**src/rtl/dig_pkg.sv**
```systemverilog
// rtl/dig_pkg.sv - shared constants for the 8-digit scan controller
package dig_pkg;

  localparam int         NUM_DIGITS = 8;
  localparam logic [7:0] SEG_OFF    = 8'hFF;

  // Active-low {g,f,e,d,c,b,a} glyphs for hex digits 0..F
  localparam logic [6:0] GLYPH_0 = 7'h40;
  localparam logic [6:0] GLYPH_1 = 7'h79;
  localparam logic [6:0] GLYPH_2 = 7'h24;
  localparam logic [6:0] GLYPH_3 = 7'h30;
  localparam logic [6:0] GLYPH_4 = 7'h19;
  localparam logic [6:0] GLYPH_5 = 7'h12;
  localparam logic [6:0] GLYPH_6 = 7'h02;
  localparam logic [6:0] GLYPH_7 = 7'h78;
  localparam logic [6:0] GLYPH_8 = 7'h00;
  localparam logic [6:0] GLYPH_9 = 7'h10;
  localparam logic [6:0] GLYPH_A = 7'h08;
  localparam logic [6:0] GLYPH_B = 7'h03;
  localparam logic [6:0] GLYPH_C = 7'h46;
  localparam logic [6:0] GLYPH_D = 7'h21;
  localparam logic [6:0] GLYPH_E = 7'h06;
  localparam logic [6:0] GLYPH_F = 7'h0E;

endpackage

```
**src/rtl/dig_scan_ctrl_hex7seg.sv**
```systemverilog
// rtl/dig_scan_ctrl_hex7seg.sv - combinational nibble to active-low 7-segment glyph
module hex7seg
  import dig_pkg::*;
(
  input  logic [3:0] nibble,
  output logic [6:0] seg7
);

  always_comb begin
    seg7 = GLYPH_0;
    case (nibble)
      4'h0: seg7 = GLYPH_0;
      4'h1: seg7 = GLYPH_1;
      4'h2: seg7 = GLYPH_2;
      4'h3: seg7 = GLYPH_3;
      4'h4: seg7 = GLYPH_4;
      4'h5: seg7 = GLYPH_5;
      4'h6: seg7 = GLYPH_6;
      4'h7: seg7 = GLYPH_7;
      4'h8: seg7 = GLYPH_8;
      4'h9: seg7 = GLYPH_9;
      4'hA: seg7 = GLYPH_A;
      4'hB: seg7 = GLYPH_B;
      4'hC: seg7 = GLYPH_C;
      4'hD: seg7 = GLYPH_D;
      4'hE: seg7 = GLYPH_E;
      4'hF: seg7 = GLYPH_F;
      default: seg7 = GLYPH_0;
    endcase
  end

endmodule

```
**src/rtl/dig_scan_ctrl.sv**
```systemverilog
// rtl/dig_scan_ctrl.sv - tear-free time-multiplexed 8-digit 7-segment scan controller
module dig_scan_ctrl
  import dig_pkg::*;
#(
  parameter int SCAN_DIV = 50000,
  parameter int CNT_W    = 16
) (
  input  logic        clk,
  input  logic        rst,
  input  logic        wr_en,
  input  logic [31:0] wr_data,
  input  logic [7:0]  digit_en,
  input  logic [7:0]  dp_in,
  input  logic        blank_lz,
  output logic [7:0]  an,
  output logic [7:0]  seg,
  output logic        frame_tick
);

  localparam logic [CNT_W-1:0] DIV_LAST  = CNT_W'(SCAN_DIV - 1);
  localparam logic [2:0]       IDX_LAST  = 3'(NUM_DIGITS - 1);

  logic [CNT_W-1:0] div_cnt;
  logic [2:0]       idx;
  logic [31:0]      shadow;
  logic [31:0]      disp;
  logic             pending;

  logic             digit_wrap;
  logic             frame_edge;
  logic [4:0]       nib_pos;
  logic [3:0]       nibble;
  logic [31:0]      upper_bits;
  logic             lz_blank;
  logic             visible;
  logic [6:0]       glyph;
  logic [7:0]       an_next;
  logic [7:0]       seg_next;

  assign digit_wrap = (div_cnt == DIV_LAST);
  assign frame_edge = digit_wrap && (idx == IDX_LAST);

  assign nib_pos    = {idx, 2'b00};
  assign nibble     = disp[nib_pos +: 4];
  assign upper_bits = disp >> nib_pos;

  // Digit 0 always shows, so a zero word still displays a single "0"
  assign lz_blank   = blank_lz && (idx != 3'd0) && (upper_bits == 32'd0);
  assign visible    = digit_en[idx] && !lz_blank;

  hex7seg u_hex7seg (
    .nibble (nibble),
    .seg7   (glyph)
  );

  always_comb begin
    an_next  = SEG_OFF;
    seg_next = SEG_OFF;
    if (visible) begin
      an_next  = ~(8'b1 << idx);
      seg_next = {~dp_in[idx], glyph};
    end
  end

  always_ff @(posedge clk) begin
    if (rst) begin
      div_cnt    <= '0;
      idx        <= 3'd0;
      shadow     <= 32'd0;
      disp       <= 32'd0;
      pending    <= 1'b0;
      an         <= SEG_OFF;
      seg        <= SEG_OFF;
      frame_tick <= 1'b0;
    end else begin
      div_cnt    <= digit_wrap ? '0 : div_cnt + CNT_W'(1);
      if (digit_wrap) begin
        idx <= idx + 3'd1;
      end
      frame_tick <= frame_edge;

      // Commit takes the pre-edge shadow; a simultaneous write re-arms pending
      if (frame_edge && pending) begin
        disp <= shadow;
      end
      if (wr_en) begin
        shadow  <= wr_data;
        pending <= 1'b1;
      end else if (frame_edge && pending) begin
        pending <= 1'b0;
      end

      an  <= an_next;
      seg <= seg_next;
    end
  end

endmodule
```
**config.mk**
```make
export PLATFORM = sky130hd
export DESIGN_NAME = dig_scan_ctrl
export DESIGN_NICKNAME = d
export VERILOG_FILES = /design/src/rtl/dig_pkg.sv /design/src/rtl/dig_scan_ctrl_hex7seg.sv /design/src/rtl/dig_scan_ctrl.sv
export SDC_FILE = /design/constraint.sdc
export NUM_CORES = 1
export LEC_CHECK = 0
export CORE_AREA = 4 4 142 76
export DETAILED_ROUTE_END_ITERATION = 16
export DIE_AREA = 0 0 146 80
export GPL_ROUTABILITY_DRIVEN = 0
export MAX_ROUTING_LAYER = met4
export PLACE_DENSITY = 0.75
export SLEW_MARGIN = 5
export SYNTH_ARGS = -nofsm -noshare
export SYNTH_HDL_FRONTEND = slang
export SYNTH_SLANG_ARGS = --single-unit
```
**constraint.sdc**
```tcl
create_clock -name clk -period 2.7 [get_ports clk]
set_clock_uncertainty 0.05 [all_clocks]
set_input_delay 0.675 -clock clk [delete_from_list [all_inputs] [get_ports clk]]
set_output_delay 0.675 -clock clk [all_outputs]
set_load 0.005 [all_outputs]
```
### Word level (Yosys, flattened, before mapping)

Memory sizes are Yosys's and may differ from the RTL's. A register that Yosys moved wholly into a read port is not among the register bits.
Cells that the tools add are included.

| storage, ports and cells | value |
|---|---|
| register bits after elaboration | 101 |
| memory bits (read-only) | 112 |
| output and inout bits | 17 |
| logic and storage cells | 37 |
| memories | 1 |

Memory list:

| name | depth | width | read ports | clocked after memory_dff | write ports | RTL line | source |
|---|---|---|---|---|---|---|---|
| (name not given) | 16 | 7 | 1 | 1 | 0 | dig_scan_ctrl_hex7seg.sv:11 | `case (nibble)` |

| cells by class | value |
|---|---|
| add/subtract/negate cells | 2 |
| $lt $le $gt $ge | 1 |
| equal/unequal tests | 2 |
| shift operators | 3 |
| muxes and demuxes | 6 |
| bitwise operators | 3 |
| reduce and logical (&&, ||, !) cells | 11 |

Operators by type and width:

| kind | number |
|---|---|
| 32-bit zero test | 1 |
| 32-bit by 6-bit indexed part select with 4-bit output | 1 |
| 32-bit by 5-bit >> shifter with 32-bit output | 1 |
| 16-bit by 1-bit adder with 16-bit output (second input constant) | 1 |
| 16-bit == test (second input constant) | 1 |
| 8-bit inverter | 1 |
| 1-bit by 3-bit left shift with 8-bit output (first input constant) | 1 |
| 1-bit binary-select mux with 3-bit select | 2 |
| 1-bit logical AND | 5 |
| 3-bit by 4-bit < comparator with 1-bit output (second input constant) | 1 |
| 1-bit two-way mux | 4 |
| 2-bit OR reduction | 2 |
| 3-bit by 1-bit adder with 3-bit output (second input constant) | 1 |
| 3-bit == test (second input constant) | 1 |
| 3-bit nonzero test | 1 |
| 1-bit inverter | 2 |
| 2-bit nonzero test | 1 |
| 1-bit zero test | 1 |

### Depth between registers and ports, before layout

Gate-level depths: netlist of run 1.

| logic depth | value |
|---|---|
| depth in word-level cells | 7 |
| mapped depth | 11 |
| mapped depth without buffers | 7 |

### By module

Synthesis of run 1 repeated with hierarchy kept, for this count alone.

| second synthesis, totals | value |
|---|---|
| cells, all modules | 512 |
| area total of the unflattened synthesis | 4610.7 um^2 |

Modules (own cells, without submodules):

| module | times used | cells each | area an instance (um^2) | sequential area each (um^2) |
|---|---|---|---|---|
| dig_scan_ctrl | 1 | 480 | 4335.4 | 2021.9 |
| hex7seg | 1 | 32 | 275.3 | 0.0 |

### Least setup slack after synthesis of run 1

No wires, ideal clock.

| timing path | value |
|---|---|
| path type | reg-to-reg |
| from | register idx[0] |
| to | register seg[0] |
| setup time | 0.073 ns |
| data arrival time | 2.795 ns |
| setup slack | -0.218 ns |
| stages on the path, launching flop included | 11 |
| path buffers | 3 |
| period minus slack after synthesis | 2.918 ns |
| path through | dfxtp_1 buf_6 buf_6 mux4_2 mux2i_1 ha_1 nand3_1 nor4_1 a311oi_4 buf_6 o22ai_2 |

| on the way | value |
|---|---|
| longest elaborated chain between the ends | 7 |
| elaborated cells on any way between the ends | 12 |
| those cells by class | shift: 2; mux: 2; bitwise: 1; reduce/logical: 7 |

RTL lines:

| item | RTL line | source |
|---|---|---|
| start, declared | dig_scan_ctrl.sv:24 | `logic [2:0] idx;` |
| start signal, assigned | dig_scan_ctrl.sv:78 | `idx <= idx + 3'd1;` |
| 32-bit by 5-bit >> shifter with 32-bit output or 3-bit nonzero test (tied branches) | dig_scan_ctrl.sv:45, dig_scan_ctrl.sv:48 |  |
| 32-bit zero test or 1-bit logical AND (tied branches) | dig_scan_ctrl.sv:48 | `assign lz_blank = blank_lz && (idx != 3'd0) && (upper_bits == 32'd0);` |
| 1-bit logical AND | dig_scan_ctrl.sv:48 |  |
| 1-bit zero test | dig_scan_ctrl.sv:49 | `assign visible = digit_en[idx] && !lz_blank;` |
| 1-bit logical AND | dig_scan_ctrl.sv:49 |  |
| 1-bit inverter (no source line) | - |  |
| 2-bit OR reduction (no source line) | - |  |
| end, declared | dig_scan_ctrl.sv:16 | `output logic [7:0] seg,` |

Several ways; a longest one is shown, not always the timed one. The select of a mux whose other input is x is not followed.
A chain may end at the register's enable or synchronous reset.

### Worst setup path after layout of run 1

| timing path | value |
|---|---|
| from | register idx[0] |
| to | register seg[3] |

Same word-level chain as after synthesis.

==> results of run 1 <==
==> layer usage <==
layer / vias to the layer above / global-route usage [%] / wire (um)
li1: 1865 / - / -
met1: 1761 / 25.5 / 5180
met2: 113 / 27.5 / 4550
met3: 13 / 4.14 / 507
met4: 0 / 6.38 / 133
met5: - / - / 0
==> worst max-delay path, stage by stage, from the launching register on <==
cell and delay (ns):
dfxtp_2 0.46, mux4_2 0.57, mux2i_2 0.20, ha_1 0.24, nand3_1 0.13, nor4_2 0.26, a311oi_4 0.17, buf_12 0.18
o221ai_1 0.17
==> cell usage after synthesis, types with 4 or more instances <==
cell type  count
o21bai_1       5
o21ai_0        7
xnor2_1        7
dfxtp_1      101
xor2_1         8
buf_2          8
clkbuf_1      13
nand3_1       13
a21oi_1       37
nor3_1         9
nor4_1         6
mux2_2         4
buf_6          6
inv_1          8
o21ai_1        6
nand2_1       78
mux2i_1       38
nor2_1        61
mux4_2        12
a22oi_1        4
ha_1          12
==> report_power, final <==
group / internal [mW] / total [mW] / leakage (nW) / switching [mW]
clock: 0.683 / 1.25 / 0.139 / 0.564
combinational: 0.122 / 0.198 / 1.22 / 0.0763
sequential: 1.53 / 1.55 / 0.824 / 0.0221
total: 2.33 / 3.00 / 2.18 / 0.663
==> layout make-up <==
| cell class | instances | share of cell area [%] |
|---|---|---|
| Clock buffer | 11 | 4.42 |
| Clock inverter | 5 | 0.723 |
| Inverter | 8 | 0.526 |
| Multi-Input combinational cell | 351 | 41.2 |
| Sequential cell | 101 | 35.4 |
| Tap cell | 121 | 2.65 |
| Timing Repair Buffer | 91 | 15.0 |
==> kinds of logic after synthesis <==
logic type	count (synthesis)	share of synthesized area (%)
AND/OR/NAND/NOR	190	18.7
flip-flops	101	44.1
AO/OA/AOI/OAI	80	11.1
multiplexers	54	15.2
buffers and inverters	41	4.83
XOR/XNOR	15	2.87
adder cells (fa/ha/maj)	12	3.27
==> sequential cells by signal (all words and copies together) (netlist names) <==
name / count
disp: 32
shadow: 32
div_cnt: 16
an: 8
seg: 8
idx: 3
frame_tick: 1
pending: 1
==> how the worst max path moves through the flow <==
stage	start	to	slack, ns
6_report	idx[0]$_SDFFE_PP0N_	seg[3]$_SDFF_PP1_	0.17
5_1_grt	idx[0]$_SDFFE_PP0N_	seg[7]$_SDFF_PP1_	0.001
4_1_cts	idx[0]$_SDFFE_PP0N_	seg[3]$_SDFF_PP1_	0.04
3_5_place_dp	idx[1]$_SDFFE_PP0N_	seg[4]$_SDFF_PP1_	-0.02
3_3_place_gp	digit_en[1]	seg[4]$_SDFF_PP1_	0.13
2_1_floorplan	idx[1]$_SDFFE_PP0N_	seg[0]$_SDFF_PP1_	0.04
==> metrics by stage <==
stage	std cells	setup TNS (ns)	instance area (um^2)	util [%]	hold slack, ns
detailed placement	670	-0.0324	5390	57.6	0.396
floorplan	493	0	4600	-	0.381
finish	688	0	5710	61.1	0.403
CTS	688	0	5710	61.0	0.406
global placement	670	0	5390	57.6	0.392
global route	688	0	5710	61.1	0.428
==> repair_timing <==
item | CTS | global route
pin swaps | 1 | 0
setup endpoints to repair | 3 | 14
resized for setup | 0 | 2
buffers inserted | 2 | 0
==> flow_summary_export.csv, run 1 <==
group,metric,value,unit
sta,worst-slew-pin-transition,0.626,ns
sta,fin_crit,2.53,ns
place,preCtsSetupSlack,-0.0221,ns
critical_path,worstPathMaxFanout,15,
global_route,gr-total-overflow,0,
layout,regArea,2020,um^2
floorplanning,io_pins,69,
critical_path,crit_arrival,2.75,ns
power,finalPower,3.00,mW
synth,synthCells,493,
layout,fin_nets,626,
floorplanning,die_area,11700,um^2
synth,synth.area.top_cells,"dfxtp_1 (44%), mux2i_1 (8.3%), nand2_1 (6.4%), mux4_2 (5.9%), nor2_1 (5.0%)",
synth,yosysWarnings,0,
floorplanning,coreArea,9350,um^2
clock_tree,cts_sinks,101,
synth,synth_top_cell_area_share,44.1,%
detailed_routing,drc_errors,0,
layout,fill_cells,765,
detailed_routing,antenna_left,0,
floorplanning,die_x,146,um
worst_hold_path,holdCritStartpoint,"shadow[7]$_SDFFE_PP0P_",
global_route,grt_max_degree,42,
place,dp_hpwl,7530,um
floorplanning,initial_utilization,49.0,%
detailed_routing,firstDrtPassIters,5,
sta,fmax,395,MHz
synth,synth_nets,557,
synth,yosysTopAreaCell,"dfxtp_1",
synth,ys_ff_latch,101,
detailed_routing,routed_wl,10400,um
floorplanning,rows,25,
clock_tree,root_buffer,"clkbuf_16",
clock_tree,cts_hold_buffers,0,
clock_tree,clk_path_buf_depth,2,
global_route,grt_pass1_wl,17200,um
global_route,grt_pass1_vias,3463,
critical_path,reg2reg_to,"seg[3]$_SDFF_PP1_",
global_route,track_usage,18.6,%
sta,rsz0062_at_grt,"no",
detailed_routing,drtIter0Drc,238,
critical_path,reg2reg_from,"idx[0]$_SDFFE_PP0N_",
power,p_per_area,525,nW/um^2
critical_path,critical_path_required,2.92,ns
clock_tree,clk_latency,0.35,ns
clock_tree,cts.htree.levels,3,
detailed_routing,dr_total_vias,3752,
power,power.leakage,2.18,nW
outcome,status,"finished clean",
clock_tree,cts_made_buffers,9,
job,cap_violations,0,
floorplanning,die_y,80,um
layout,area_growth_syn_to_layout,24.6,%
synth,synth_cell_type_count,52,
synth,async_reset_ff_share,0,%
detailed_routing,wl_per_cell,15.1,um
sta,finalSetupViolCount,0,
critical_path,critPathKind,"register to register",
critical_path,rr_worst_depth,8,
layout,layout-drive-gt1-share,12.3,%
power,irDropWorstVdd,316,uV
clock_tree,clk_pin_slew,0.07,ns
synth,synth-edff-count,0,
sta,finalCritPeriodShare,93.7,%
sta,slew_violations,0,
sta,relSlewSlack,58.3,%
worst_hold_path,worstHoldPathType,"register to register",
worst_hold_path,min_path_cells,2,
clock_tree,cts_tree,"built",
critical_path,reg2reg_setup_slack,0.17,ns
layout,final_cell_mix,"dfxtp_1 (99), nand2_1 (78), clkdlybuf4s50_1 (66)",
sta,setup_ws,0.170,ns
synth,netlist_area,4590,um^2
synth,synth_flop_cell,"dfxtp_1",
place,io_buffers,68,
layout,final_common_cell,"dfxtp_1",
critical_path,cp-start-kind,"register",
layout,multi_input_area,2360,um^2
synth,seq_area_frac_synth,44.1,%
detailed_routing,via_per_inst,5.45,
worst_hold_path,holdPathEnd,"disp[7]$_SDFFE_PP0P_",
synth,avgSynthCellArea,9.30,um^2
sta,finalHoldViolCount,0,
critical_path,endpoint_kind,"register",
layout,diodes,0,
global_route,antenna_found_initial,0,
Power figures use the tool's default switching activity.
==> run 2: changes to the inputs <==
Settings changed: CORE_AREA 4 4 142 76 to 4 4 136 73, DIE_AREA 0 0 146 80 to 0 0 140 77, PLACE_DENSITY 0.75 to 0.78.
Clock period 2.7 ns to 2.45 ns, I/O delays scaled along.
==> flow_summary_export.csv, run 2 (synthesized netlist as in run 1, its figures left out) <==
group,metric,value,unit
floorplanning,rows,24,
clock_tree,clk_pin_slew,0.07,ns
detailed_routing,drc_errors,0,
clock_tree,cts_tree,"built",
detailed_routing,wl_per_cell,15.3,um
floorplanning,die_y,77,um
layout,fin_nets,640,
critical_path,cp-start-kind,"register",
sta,fin_crit,2.37,ns
power,irDropWorstVdd,348,uV
sta,finalHoldViolCount,0,
worst_hold_path,worstHoldPathType,"register to register",
layout,final_common_cell,"dfxtp_1",
critical_path,cp_slowest_cell,"mux4_2",
clock_tree,cts.htree.levels,3,
layout,top_regs,"disp x32, shadow x32, div_cnt x16",
sta,setup_ws,0.0813,ns
power,power.leakage,2.27,nW
clock_tree,cts_sinks,101,
critical_path,rr_worst_depth,8,
place,place_area,5560,um^2
floorplanning,io_pins,69,
critical_path,critPathKind,"register to register",
place,preCtsSetupSlack,-0.225,ns
job,cap_violations,0,
critical_path,path_cells,"buf_6 > buf_4 > mux4_2 > mux2_2 > and2b_2 > a311oi_4 > buf_12 > o221ai_1",
floorplanning,die_area,10800,um^2
detailed_routing,antenna_left,0,
global_route,track_usage,20.8,%
global_route,antenna_found_initial,0,
global_route,grt_pass1_wl,17800,um
detailed_routing,drtIter0Drc,331,
sta,finalCritPeriodShare,96.7,%
floorplanning,coreArea,8590,um^2
detailed_routing,dr_total_vias,3805,
sta,fmax,422,MHz
clock_tree,cts_made_buffers,9,
critical_path,cpLargestDelayFamily,"multiplexers",
global_route,gr-total-overflow,0,
critical_path,crit_arrival,2.58,ns
critical_path,reg2reg_setup_slack,0.08,ns
critical_path,cp_num_cells,8,
global_route,grt_max_degree,71,
place,dp_hpwl,7550,um
critical_path,crit_path_end,"seg[4]$_SDFF_PP1_",
layout,finalNonFillerCells,698,
layout,layout-drive-gt1-share,14.8,%
floorplanning,initial_utilization,53.4,%
place,dp_cells,678,
worst_hold_path,holdCritStartpoint,"shadow[26]$_SDFFE_PP0P_",
layout,design_area,5920,um^2
sta,slew_violations,0,
global_route,grt_pass1_vias,3566,
clock_tree,root_buffer,"clkbuf_16",
layout,area_growth_syn_to_layout,29.2,%
critical_path,worstPathMaxFanout,16,
sta,worst-slew-pin-transition,0.686,ns
sta,rsz0062_at_grt,"yes",
critical_path,cp_num_buf_inv,3,
floorplanning,die_x,140,um
clock_tree,clk_path_buf_depth,2,
layout,final_core_util,69.0,%
layout,diodes,0,
place,io_buffers,68,
detailed_routing,via_per_inst,5.45,
sta,relSlewSlack,54.3,%
clock_tree,clk_latency,0.35,ns
critical_path,critPathMaxStageDelay,0.50,ns
critical_path,reg2reg_from,"idx[0]$_SDFFE_PP0N_",
layout,final_cell_mix,"dfxtp_1 (99), nand2_1 (78), clkdlybuf4s50_1 (66)",
critical_path,reg2reg_to,"seg[4]$_SDFF_PP1_",
sta,hold_slack,0.405,ns
detailed_routing,routed_wl,10700,um
power,p_per_area,561,nW/um^2
outcome,status,"finished clean",
critical_path,endpoint_kind,"register",
sta,tns,0,ns
critical_path,critical_path_required,2.66,ns
critical_path,startpoint,"idx[0]$_SDFFE_PP0N_",
detailed_routing,firstDrtPassIters,5,
power,finalPower,3.33,mW
sta,finalSetupViolCount,0,
-- run 2: timing repair --
action | in CTS | in global routing
hold buffers | 0 | 0
pin swaps | 1 | 0
setup endpoints to repair | 14 | 13
resized for setup | 3 | 6
setup buffers | 1 | 3
-- run 2: worst min-delay path by stage --
stage	to	slack (ns)	cells past startpoint
2_1_floorplan	disp[0]$_SDFFE_PP0P_	0.38	2
3_3_place_gp	disp[25]$_SDFFE_PP0P_	0.39	2
3_5_place_dp	disp[13]$_SDFFE_PP0P_	0.40	2
4_1_cts	disp[26]$_SDFFE_PP0P_	0.40	2
5_1_grt	disp[23]$_SDFFE_PP0P_	0.41	2
6_report	disp[26]$_SDFFE_PP0P_	0.40	2
-- run 2: metal layers --
metal / routed length, um / vias up / track usage, %
met2: 4570 / 119 / 29.5
met4: 113 / 0 / 6.38
met1: 5260 / 1789 / 29.3
met3: 739 / 9 / 5.16
met5: 0 / - / -
li1: - / 1888 / -
-- run 2: worst register-to-register path, stage by stage (launching register included) --
cell,delay (ns)
dfxtp_4,0.42
buf_6,0.14
buf_4,0.14
mux4_2,0.50
mux2_2,0.32
and2b_2,0.26
a311oi_4,0.10
buf_12,0.18
o221ai_1,0.18
-- run 2: power by group --
group          internal [mW]  switching (mW)
Sequential              1.68          0.0235
Combinational          0.135          0.0832
Clock                  0.796           0.604
-- run 2: cell type report --
cell class              instances  area, um^2
clock buffers                  11         233
clock inverters                 5        60.1
fillers                       685        2660
inverters                       8        30.0
multi-input cells             351        2410
flip-flops and latches        101        2030
well taps                     117         146
repair buffers                105        1020
==> run 3: changes to the inputs <==
==> constraint.sdc (replaced) <==
create_clock -name clk -period 2.45 [get_ports clk]
set_clock_uncertainty 0.05 [all_clocks]
set_input_delay 0.49 -clock clk [delete_from_list [all_inputs] [get_ports clk]]
set_output_delay 0.49 -clock clk [all_outputs]
set_load 0.005 [all_outputs]
==> flow_summary_export.csv, run 3 (synthesized netlist as in run 1, its figures left out) <==
group,metric,value,unit
layout,area_growth_syn_to_layout,29.7,%
sta,finalCritPeriodShare,102,%
outcome,violations,"setup timing",
power,power.leakage,2.27,nW
power,combPwrFrac,6.6,%
clock_tree,clk_latency,0.35,ns
detailed_routing,antenna_left,0,
global_route,gr-total-overflow,0,
worst_hold_path,holdCritStartpoint,"shadow[13]$_SDFFE_PP0P_",
detailed_routing,drtIter0Drc,372,
detailed_routing,firstDrtPassIters,5,
clock_tree,root_buffer,"clkbuf_16",
global_route,grt_pass1_vias,3595,
power,pwr-share-seq,52.0,%
critical_path,critPathKind,"register to register",
sta,tns,-0.180,ns
layout,layout-drive-gt1-share,16.2,%
detailed_routing,dr_total_vias,3916,
detailed_routing,wl_per_cell,15.8,um
critical_path,crit_arrival,2.72,ns
clock_tree,cts_sinks,101,
power,p_switching,0.764,mW
floorplanning,initial_utilization,53.4,%
floorplanning,io_pins,69,
power,irDropWorstVdd,329,uV
power,p_sw_share,23.3,%
worst_hold_path,min_path_cells,2,
sta,fin_crit,2.51,ns
global_route,grt_pass1_wl,18300,um
layout,top_regs,"disp x32, shadow x32, div_cnt x16",
sta,relSlewSlack,42.2,%
sta,worst-slew-pin-transition,0.860,ns
job,cap_violations,0,
global_route,antenna_found_initial,0,
global_route,grt_max_degree,71,
power,p_per_area,551,nW/um^2
floorplanning,die_area,10800,um^2
critical_path,worstPathMaxFanout,8,
sta,hold_slack,0.397,ns
power,p_int,2.52,mW
critical_path,endpoint_kind,"register",
sta,finalHoldViolCount,0,
floorplanning,rows,24,
floorplanning,die_y,77,um
clock_tree,clk_path_buf_depth,2,
layout,design_area,5950,um^2
critical_path,critical_path_required,2.66,ns
critical_path,rr_worst_depth,8,
place,place_area,5530,um^2
sta,setup_ws,-0.0600,ns
global_route,track_usage,21.5,%
worst_hold_path,worstHoldPathType,"register to register",
clock_tree,cts.htree.levels,3,
layout,final_common_cell,"dfxtp_1",
critical_path,reg2reg_from,"idx[0]$_SDFFE_PP0N_",
place,dp_hpwl,7590,um
detailed_routing,routed_wl,11100,um
layout,fin_nets,644,
floorplanning,die_x,140,um
layout,final_core_util,69.3,%
critical_path,startpoint,"idx[0]$_SDFFE_PP0N_",
outcome,status,"complete, but fails checks",
clock_tree,cts_tree,"built",
power,power.share.clock,41.3,%
sta,finalSetupViolCount,5,
floorplanning,coreArea,8590,um^2
place,io_buffers,68,
layout,final_cell_mix,"dfxtp_1 (99), nand2_1 (78), clkdlybuf4s50_1 (66)",
layout,diodes,0,
sta,rsz0062_at_grt,"yes",
sta,fmax,398,MHz
critical_path,cp-start-kind,"register",
critical_path,crit_path_end,"seg[4]$_SDFF_PP1_",
clock_tree,clk_pin_slew,0.07,ns
detailed_routing,drc_errors,0,
clock_tree,cts_made_buffers,9,
critical_path,reg2reg_setup_slack,-0.06,ns
place,preCtsSetupSlack,-0.117,ns
critical_path,reg2reg_to,"seg[4]$_SDFF_PP1_",
sta,slew_violations,0,
detailed_routing,via_per_inst,5.58,
==> run 3: power groups by stage <==
stage	Clock, mW	Sequential (mW)	Combinational [mW]
after floorplan	0	1.74	0.102
after global placement	0	1.74	0.208
after detailed placement	0	1.75	0.213
after CTS	1.38	1.71	0.217
after global routing	1.46	1.71	0.237
final	1.36	1.71	0.217
==> run 3: how the worst min path moves through the flow <==
stage,slack (ns),endpoint
after floorplan,0.38,disp[0]$_SDFFE_PP0P_
after global placement,0.39,disp[23]$_SDFFE_PP0P_
after detailed placement,0.39,disp[0]$_SDFFE_PP0P_
after CTS,0.39,disp[13]$_SDFFE_PP0P_
after global routing,0.43,disp[23]$_SDFFE_PP0P_
final,0.40,disp[13]$_SDFFE_PP0P_
==> run 3: worst max-delay path: stages (launching register included) <==
cell      delay [ns]
dfxtp_4         0.40
mux4_2          0.56
mux2i_4         0.24
ha_4            0.19
nand3_4         0.09
nor4_4          0.29
buf_4           0.17
a311oi_4        0.16
o221ai_1        0.26
==> run 3: area by class of cell <==
| type | count | area [um^2] |
|---|---|---|
| Tap cell | 117 | 146 |
| Fill cell | 657 | 2640 |
| Timing Repair Buffer | 108 | 1000 |
| Clock buffer | 9 | 225 |
| Multi-Input combinational cell | 352 | 2460 |
| Sequential cell | 101 | 2030 |
| Clock inverter | 7 | 56.3 |
| Inverter | 8 | 33.8 |
==> run 3: repair_timing <==
action,CTS,global route
resized for setup,4,8
pin swaps,0,9
buffers inserted,2,5
gates cloned,1,0
endpoints found under the setup margin,13,16
hold buffers,0,0
==> run 3: per-stage QoR <==
step	power (mW)	cells
after floorplan	1.84	493
after global placement	1.95	678
after global routing	3.41	702
after detailed placement	1.96	678
final	3.28	702
after CTS	3.30	697
==> run 3: routing by layer <==
metal | wire length (um) | vias up | GRT usage (%)
met5 | 0 | - | -
met2 | 4740 | 132 | 30.0
li1 | - | 1911 | -
met1 | 5390 | 1857 | 30.5
met3 | 790 | 16 | 5.97
met4 | 140 | 0 | 5.80
==> RTL change 1 (config.mk and constraints of run 2) <==
The parameter `SCAN_DIV` goes from 50000 to 25000.
--- a/src/rtl/dig_scan_ctrl.sv
+++ b/src/rtl/dig_scan_ctrl.sv
@@ -3,5 +3,5 @@
   import dig_pkg::*;
 #(
-  parameter int SCAN_DIV = 50000,
+  parameter int SCAN_DIV = 25000,
   parameter int CNT_W    = 16
 ) (
Behaviour: same outputs for any inputs over 10 cycles, from zero or initial values and one cycle with rst high; that may be too few to reach the edited logic, so the function may still have changed.
==> RTL change 1 against run 2 <==
Setup slack lost 76 ps. Synthesized area shrank 0.46%. Routed wire length grew 2.3%. Design area shrank 1.8%. Sequential cell count is the same. Synthesized cell count grew 0.41%. Non-clock buffer count shrank 5. Power shrank 1.0%. First-iteration DRC count grew 16%. Final cell count shrank 0.43%. Sequential power is essentially flat. Count of clock-buffer cells in the layout grew 2. Largest cell class unchanged.
==> RTL change 1: results (changes against run 2) <==
* Status: finished clean
* CTS Root Cell: clkbuf_16
* Post-synthesis mux area share at 0.1560 (+0.004271)
* CP arrival at 2660 ps (+80 ps)
* Post-Synth XOR/XNOR Area at 0.02495 (-0.003704)
* Grt met1 use at 0.3047 (+0.01133)
* Compound-gate portion of the synthesized area at 0.1039 (-0.006885)
* Worst Hold End: disp[15]$_SDFFE_PP0P_
* Hold depth at 2 (unchanged)
* Reg-to-reg endpoint: an[2]$_SDFF_PP1_
* Tot GR Track Use at 0.2140 (+0.005786)
* Largest net degree at the start of global routing at 57 (-20%)
* Number of global-route vias before repair at 3584 (+0.50%)
* H-Tree Depth at 3 (unchanged)
* Max VDD drop at 0.3301 mV (-5.2%)
* Slack of the worst reg-to-reg path at 6 ps (-80 ps)
* Met3 Use GR at 0.07272 (+0.02113)
* Adder-Cell Fraction of Synth Area at 0.03289 (+0.0001526)
* Worst R2R Path Depth at 9 (+1)
* Synth Net Count at 559 (+0.36%)
* Fin Hold WS at 403.3 ps (-1.264 ps)
* # fillers at 695 (+1.5%)
* Hold Startpoint: shadow[15]$_SDFFE_PP0P_
* Post-synth top cells: dfxtp_1, nand2_1, nor2_1
* # Post-CTS Setup Buffers at 2 (+1)
* Switching power total at 0.0007005 W (-1.5%)
* Met3 WL at 859 um (+16%)
* Place WS at -80.59 ps (+144.4 ps)
* Hpwl dp at 7.817 mm (+3.5%)
* Avg WL per Cell at 15.73 um (+2.7%)
* Worst-Skew Late Latency at 350 ps (about the same)
* First-pass GRT wire length at 18.11 mm (+1.9%)
* Comb pwr share at 0.067
* Synth top area cells: dfxtp_1, mux2i_1, nand2_1, nor2_1, a21oi_1
* Critical path peak fanout at 8 (-8)
* Sequential share of the synthesized area at 0.4430 (+0.002055)
* Clk buf depth at 2 (unchanged)
* Slew HR at 0.6299 (+0.08725)
* GR peak layer: met1
* Via density at 5.486 (+0.64%)
* P_leak at 2.282 nW (+0.39%)
* WL met1 at 5.339 mm (+1.5%)
* Pwr Total at 0.003291 W (-1.0%)
* Hold WC Path Type: reg2reg
* Met2 wire length at 4.592 mm (+0.44%)
* TritonRoute pass-1 iters at 5 (unchanged)
* Reg power frac at 0.519 (+0.006)
* Met2 Usage GRT at 0.2886 (-0.006232)
* 1st-iter DRT viols at 383 (+16%)
* Final nets at 637 (-0.47%)
* Layout cell share with drive strength beyond 1 at 0.1367 (-0.01134)
* CTS resizes at 3 (unchanged)
* Final period utilization at 0.9977 (+0.03087)
* Netlist cell types at 46 (-12%)
## RTL change 1: final cells by class
| cell class | instances | area, um^2 | area share |
|---|---|---|---|
| multi-input cells | 354 | 2394 | 0.4112 |
| flip-flops and latches | 101 | 2026 | 0.3480 |
| repair buffers | 100 | 939.7 | 0.1614 |
| clock buffers | 13 | 270.3 | 0.04643 |
| well taps | 117 | 146.4 | 0.02515 |
| inverters | 7 | 26.28 | 0.004514 |
| clock inverters | 3 | 18.77 | 0.003224 |
## RTL change 1: through the flow
step | cell area, um^2 | utilization | instances
global route | 5821 | 0.6777 | 695
global placement | 5482 | 0.6383 | 677
finish | 5821 | 0.6777 | 695
CTS | 5791 | 0.6742 | 695
floorplan | 4616 | - | 495
detailed placement | 5482 | 0.6383 | 677
## RTL change 1: worst max-delay path: stages, from the launching register on
cell       delay [ps]
dfxtp_4           400
mux4_2            560
mux2i_4           190
ha_2              220
nand2_2            70
a2111oi_4         190
o2111ai_1         170
and3_4            200
buf_6             130
o211ai_1          160
==> RTL change 2 (flow settings as in run 2) <==
Without the edit above. The output `seg` loses its register stage (`seg` becomes a continuous assignment).
--- a/src/rtl/dig_scan_ctrl.sv
+++ b/src/rtl/dig_scan_ctrl.sv
@@ -71,5 +71,4 @@
       pending    <= 1'b0;
       an         <= SEG_OFF;
-      seg        <= SEG_OFF;
       frame_tick <= 1'b0;
     end else begin
@@ -92,7 +91,8 @@
 
       an  <= an_next;
-      seg <= seg_next;
     end
   end
 
+  assign seg = seg_next;
+
 endmodule
Formal check against the unedited RTL: not equivalent (a bounded check fails within 4 cycles, from zero or initial values and one cycle with rst high).
==> RTL change 2 against run 2 <==
The run now ends with setup timing left. Sequential cell count decreased by 8. Synthesized area decreased by 5.9%. Design area decreased by 1.4%. Routed wire length increased by 0.34%. Power decreased by 5.1%. Core utilization decreased by 0.95 points. Setup slack got worse by 1300 ps. Non-clock buffer count increased by 23. Final cell count increased by 2.3%. Sequential power decreased by 8%. First-iteration DRC count decreased by 12%. Critical endpoint is now seg[6].
==> RTL change 2: results (changes against run 2) <==
* Status: finished, violations left
* Failing checks: setup timing
* Tot GR Track Use at 0.2102 (+0.001970)
* Max VDD drop at 0.3551 mV (+1.9%)
* Total number of yosys warnings at 0 (unchanged)
* Sequential share of the synthesized area at 0.4316 (-0.009373)
* Hold WC Path Type: reg2reg
* # diodes at 0 (unchanged)
* CTS Root Cell: clkbuf_16
* CTS resizes at 36 (+33)
* 1st-iter DRT viols at 290 (-12%)
* Number of global-route vias before repair at 3665 (+2.8%)
* Number of placed cells counting well taps at 696 (+2.7%)
* Crit path kind: reg2out
* Fin Hold WS at 406.5 ps (+1.883 ps)
* Worst Hold End: disp[18]$_SDFFE_PP0P_
* Slew HR at 0.5750 (+0.03235)
* H-Tree Depth at 3 (unchanged)
* Via count at 3842 (+0.97%)
* First-pass GRT wire length at 18.05 mm (+1.6%)
* Worst R2R Path Depth at 11 (+3)
* Post-placement cell area at 0.005522 mm^2 (-0.65%)
* Largest net degree at the start of global routing at 70 (-1.4%)
* Prevailing post-synth register cell: dfxtp_1
* Place WS at -1293 ps (-1068 ps)
* Count of final setup violators at 16 (+16)
* Fin worst setup slack at -1200 ps (-1281 ps)
* Slack of the worst reg-to-reg path at -270 ps (-350 ps)
* P_leak at 2.330 nW (+2.5%)
* Critical path peak fanout at 7 (-9)
* Synth top area cells: dfxtp_1, mux2i_1, nand2_1, nor2_1, a21oi_1
* Reg-to-reg endpoint: an[2]$_SDFF_PP1_
* Reg clk slew, reported paths at 60 ps
* Syn_area_per_cell at 8.969 um^2 (-3.6%)
* Final nets at 657 (+2.7%)
* Post-synth top cells: dfxtp_1, nand2_1, nor2_1
* Hold Startpoint: shadow[18]$_SDFFE_PP0P_
* Synth Net Count at 546 (-2.0%)
* Post-Route WL at 10.72 mm (+0.34%)
* CP arrival at 2990 ps (+410 ps)
* Layout cell share with drive strength beyond 1 at 0.2027 (+0.05466)
* Hpwl dp at 7.959 mm (+5.4%)
* End of the critical path: seg[6]
* Netlist cell types at 42 (-19%)
* Finished Layout Cells at 714 (+2.3%)
* Number of I/O port buffers at 68 (unchanged)
* Total negative setup slack at -11250 ps (-11250 ps)
* # Post-CTS Setup Buffers at 2 (+1)
* Max incr delay on CP at approximately 510 ps
-- RTL change 2: cell count changes in the layout (fill, tap and decap cells not counted), moves of 6 or more --
cell,run 2,this run
buf_2,2,8
buf_4,30,57
clkdlybuf4s50_1,66,58
dfxtp_1,99,91
nand2_2,0,8
nor2_1,61,68
o21ai_1,6,0
-- RTL change 2: metal layers --
layer	global-route usage	vias up	share of wire
met3	0.05221	17	0.066
met2	0.3164	114	0.46
met5	-	-	0
met4	0.05609	0	0.013
met1	0.2843	1810	0.46
li1	-	1901	-
-- RTL change 2: where the power goes --
group	internal (W)	leakage [nW]	switching, W	total, W
registers	0.00155	0.758	0.0000211	0.00157
logic	0.000136	1.43	0.0000847	0.000221
clock network	0.000795	0.140	0.000571	0.00137
total	0.00248	2.33	0.000676	0.00316
-- RTL change 2: worst register-to-register path: stages (launching register included) --
cell and delay [ps]:
dfxtp_4 400, mux4_2 520, mux2_4 300, inv_4 70, ha_4 120, and2_4 140, o41ai_4 70, a2111oi_2 290
a32oi_1 170, or2_4 280, buf_4 160, nand4_1 90
-- RTL change 2: cells by family (layout without fill, tap and decap cells) --
kind of cell	count (synthesis)	after routing	share of synthesized area
AND/OR/NAND/NOR	204	204	0.2042
flip-flops	93	93	0.4316
AO/OA/AOI/OAI	66	66	0.09165
multiplexers	52	52	0.1644
buffers and inverters	39	155	0.04205
XOR/XNOR	14	14	0.02842
adder cells (fa/ha/maj)	13	13	0.03770
-- RTL change 2: final cells by class --
cell class / count / area, um^2
clock buffers: 11 / 232.7
clock inverters: 5 / 60.06
fillers: 711 / 2745
inverters: 11 / 43.79
multi-input cells: 349 / 2362
flip-flops and latches: 93 / 1867
well taps: 117 / 146.4
repair buffers: 128 / 1131
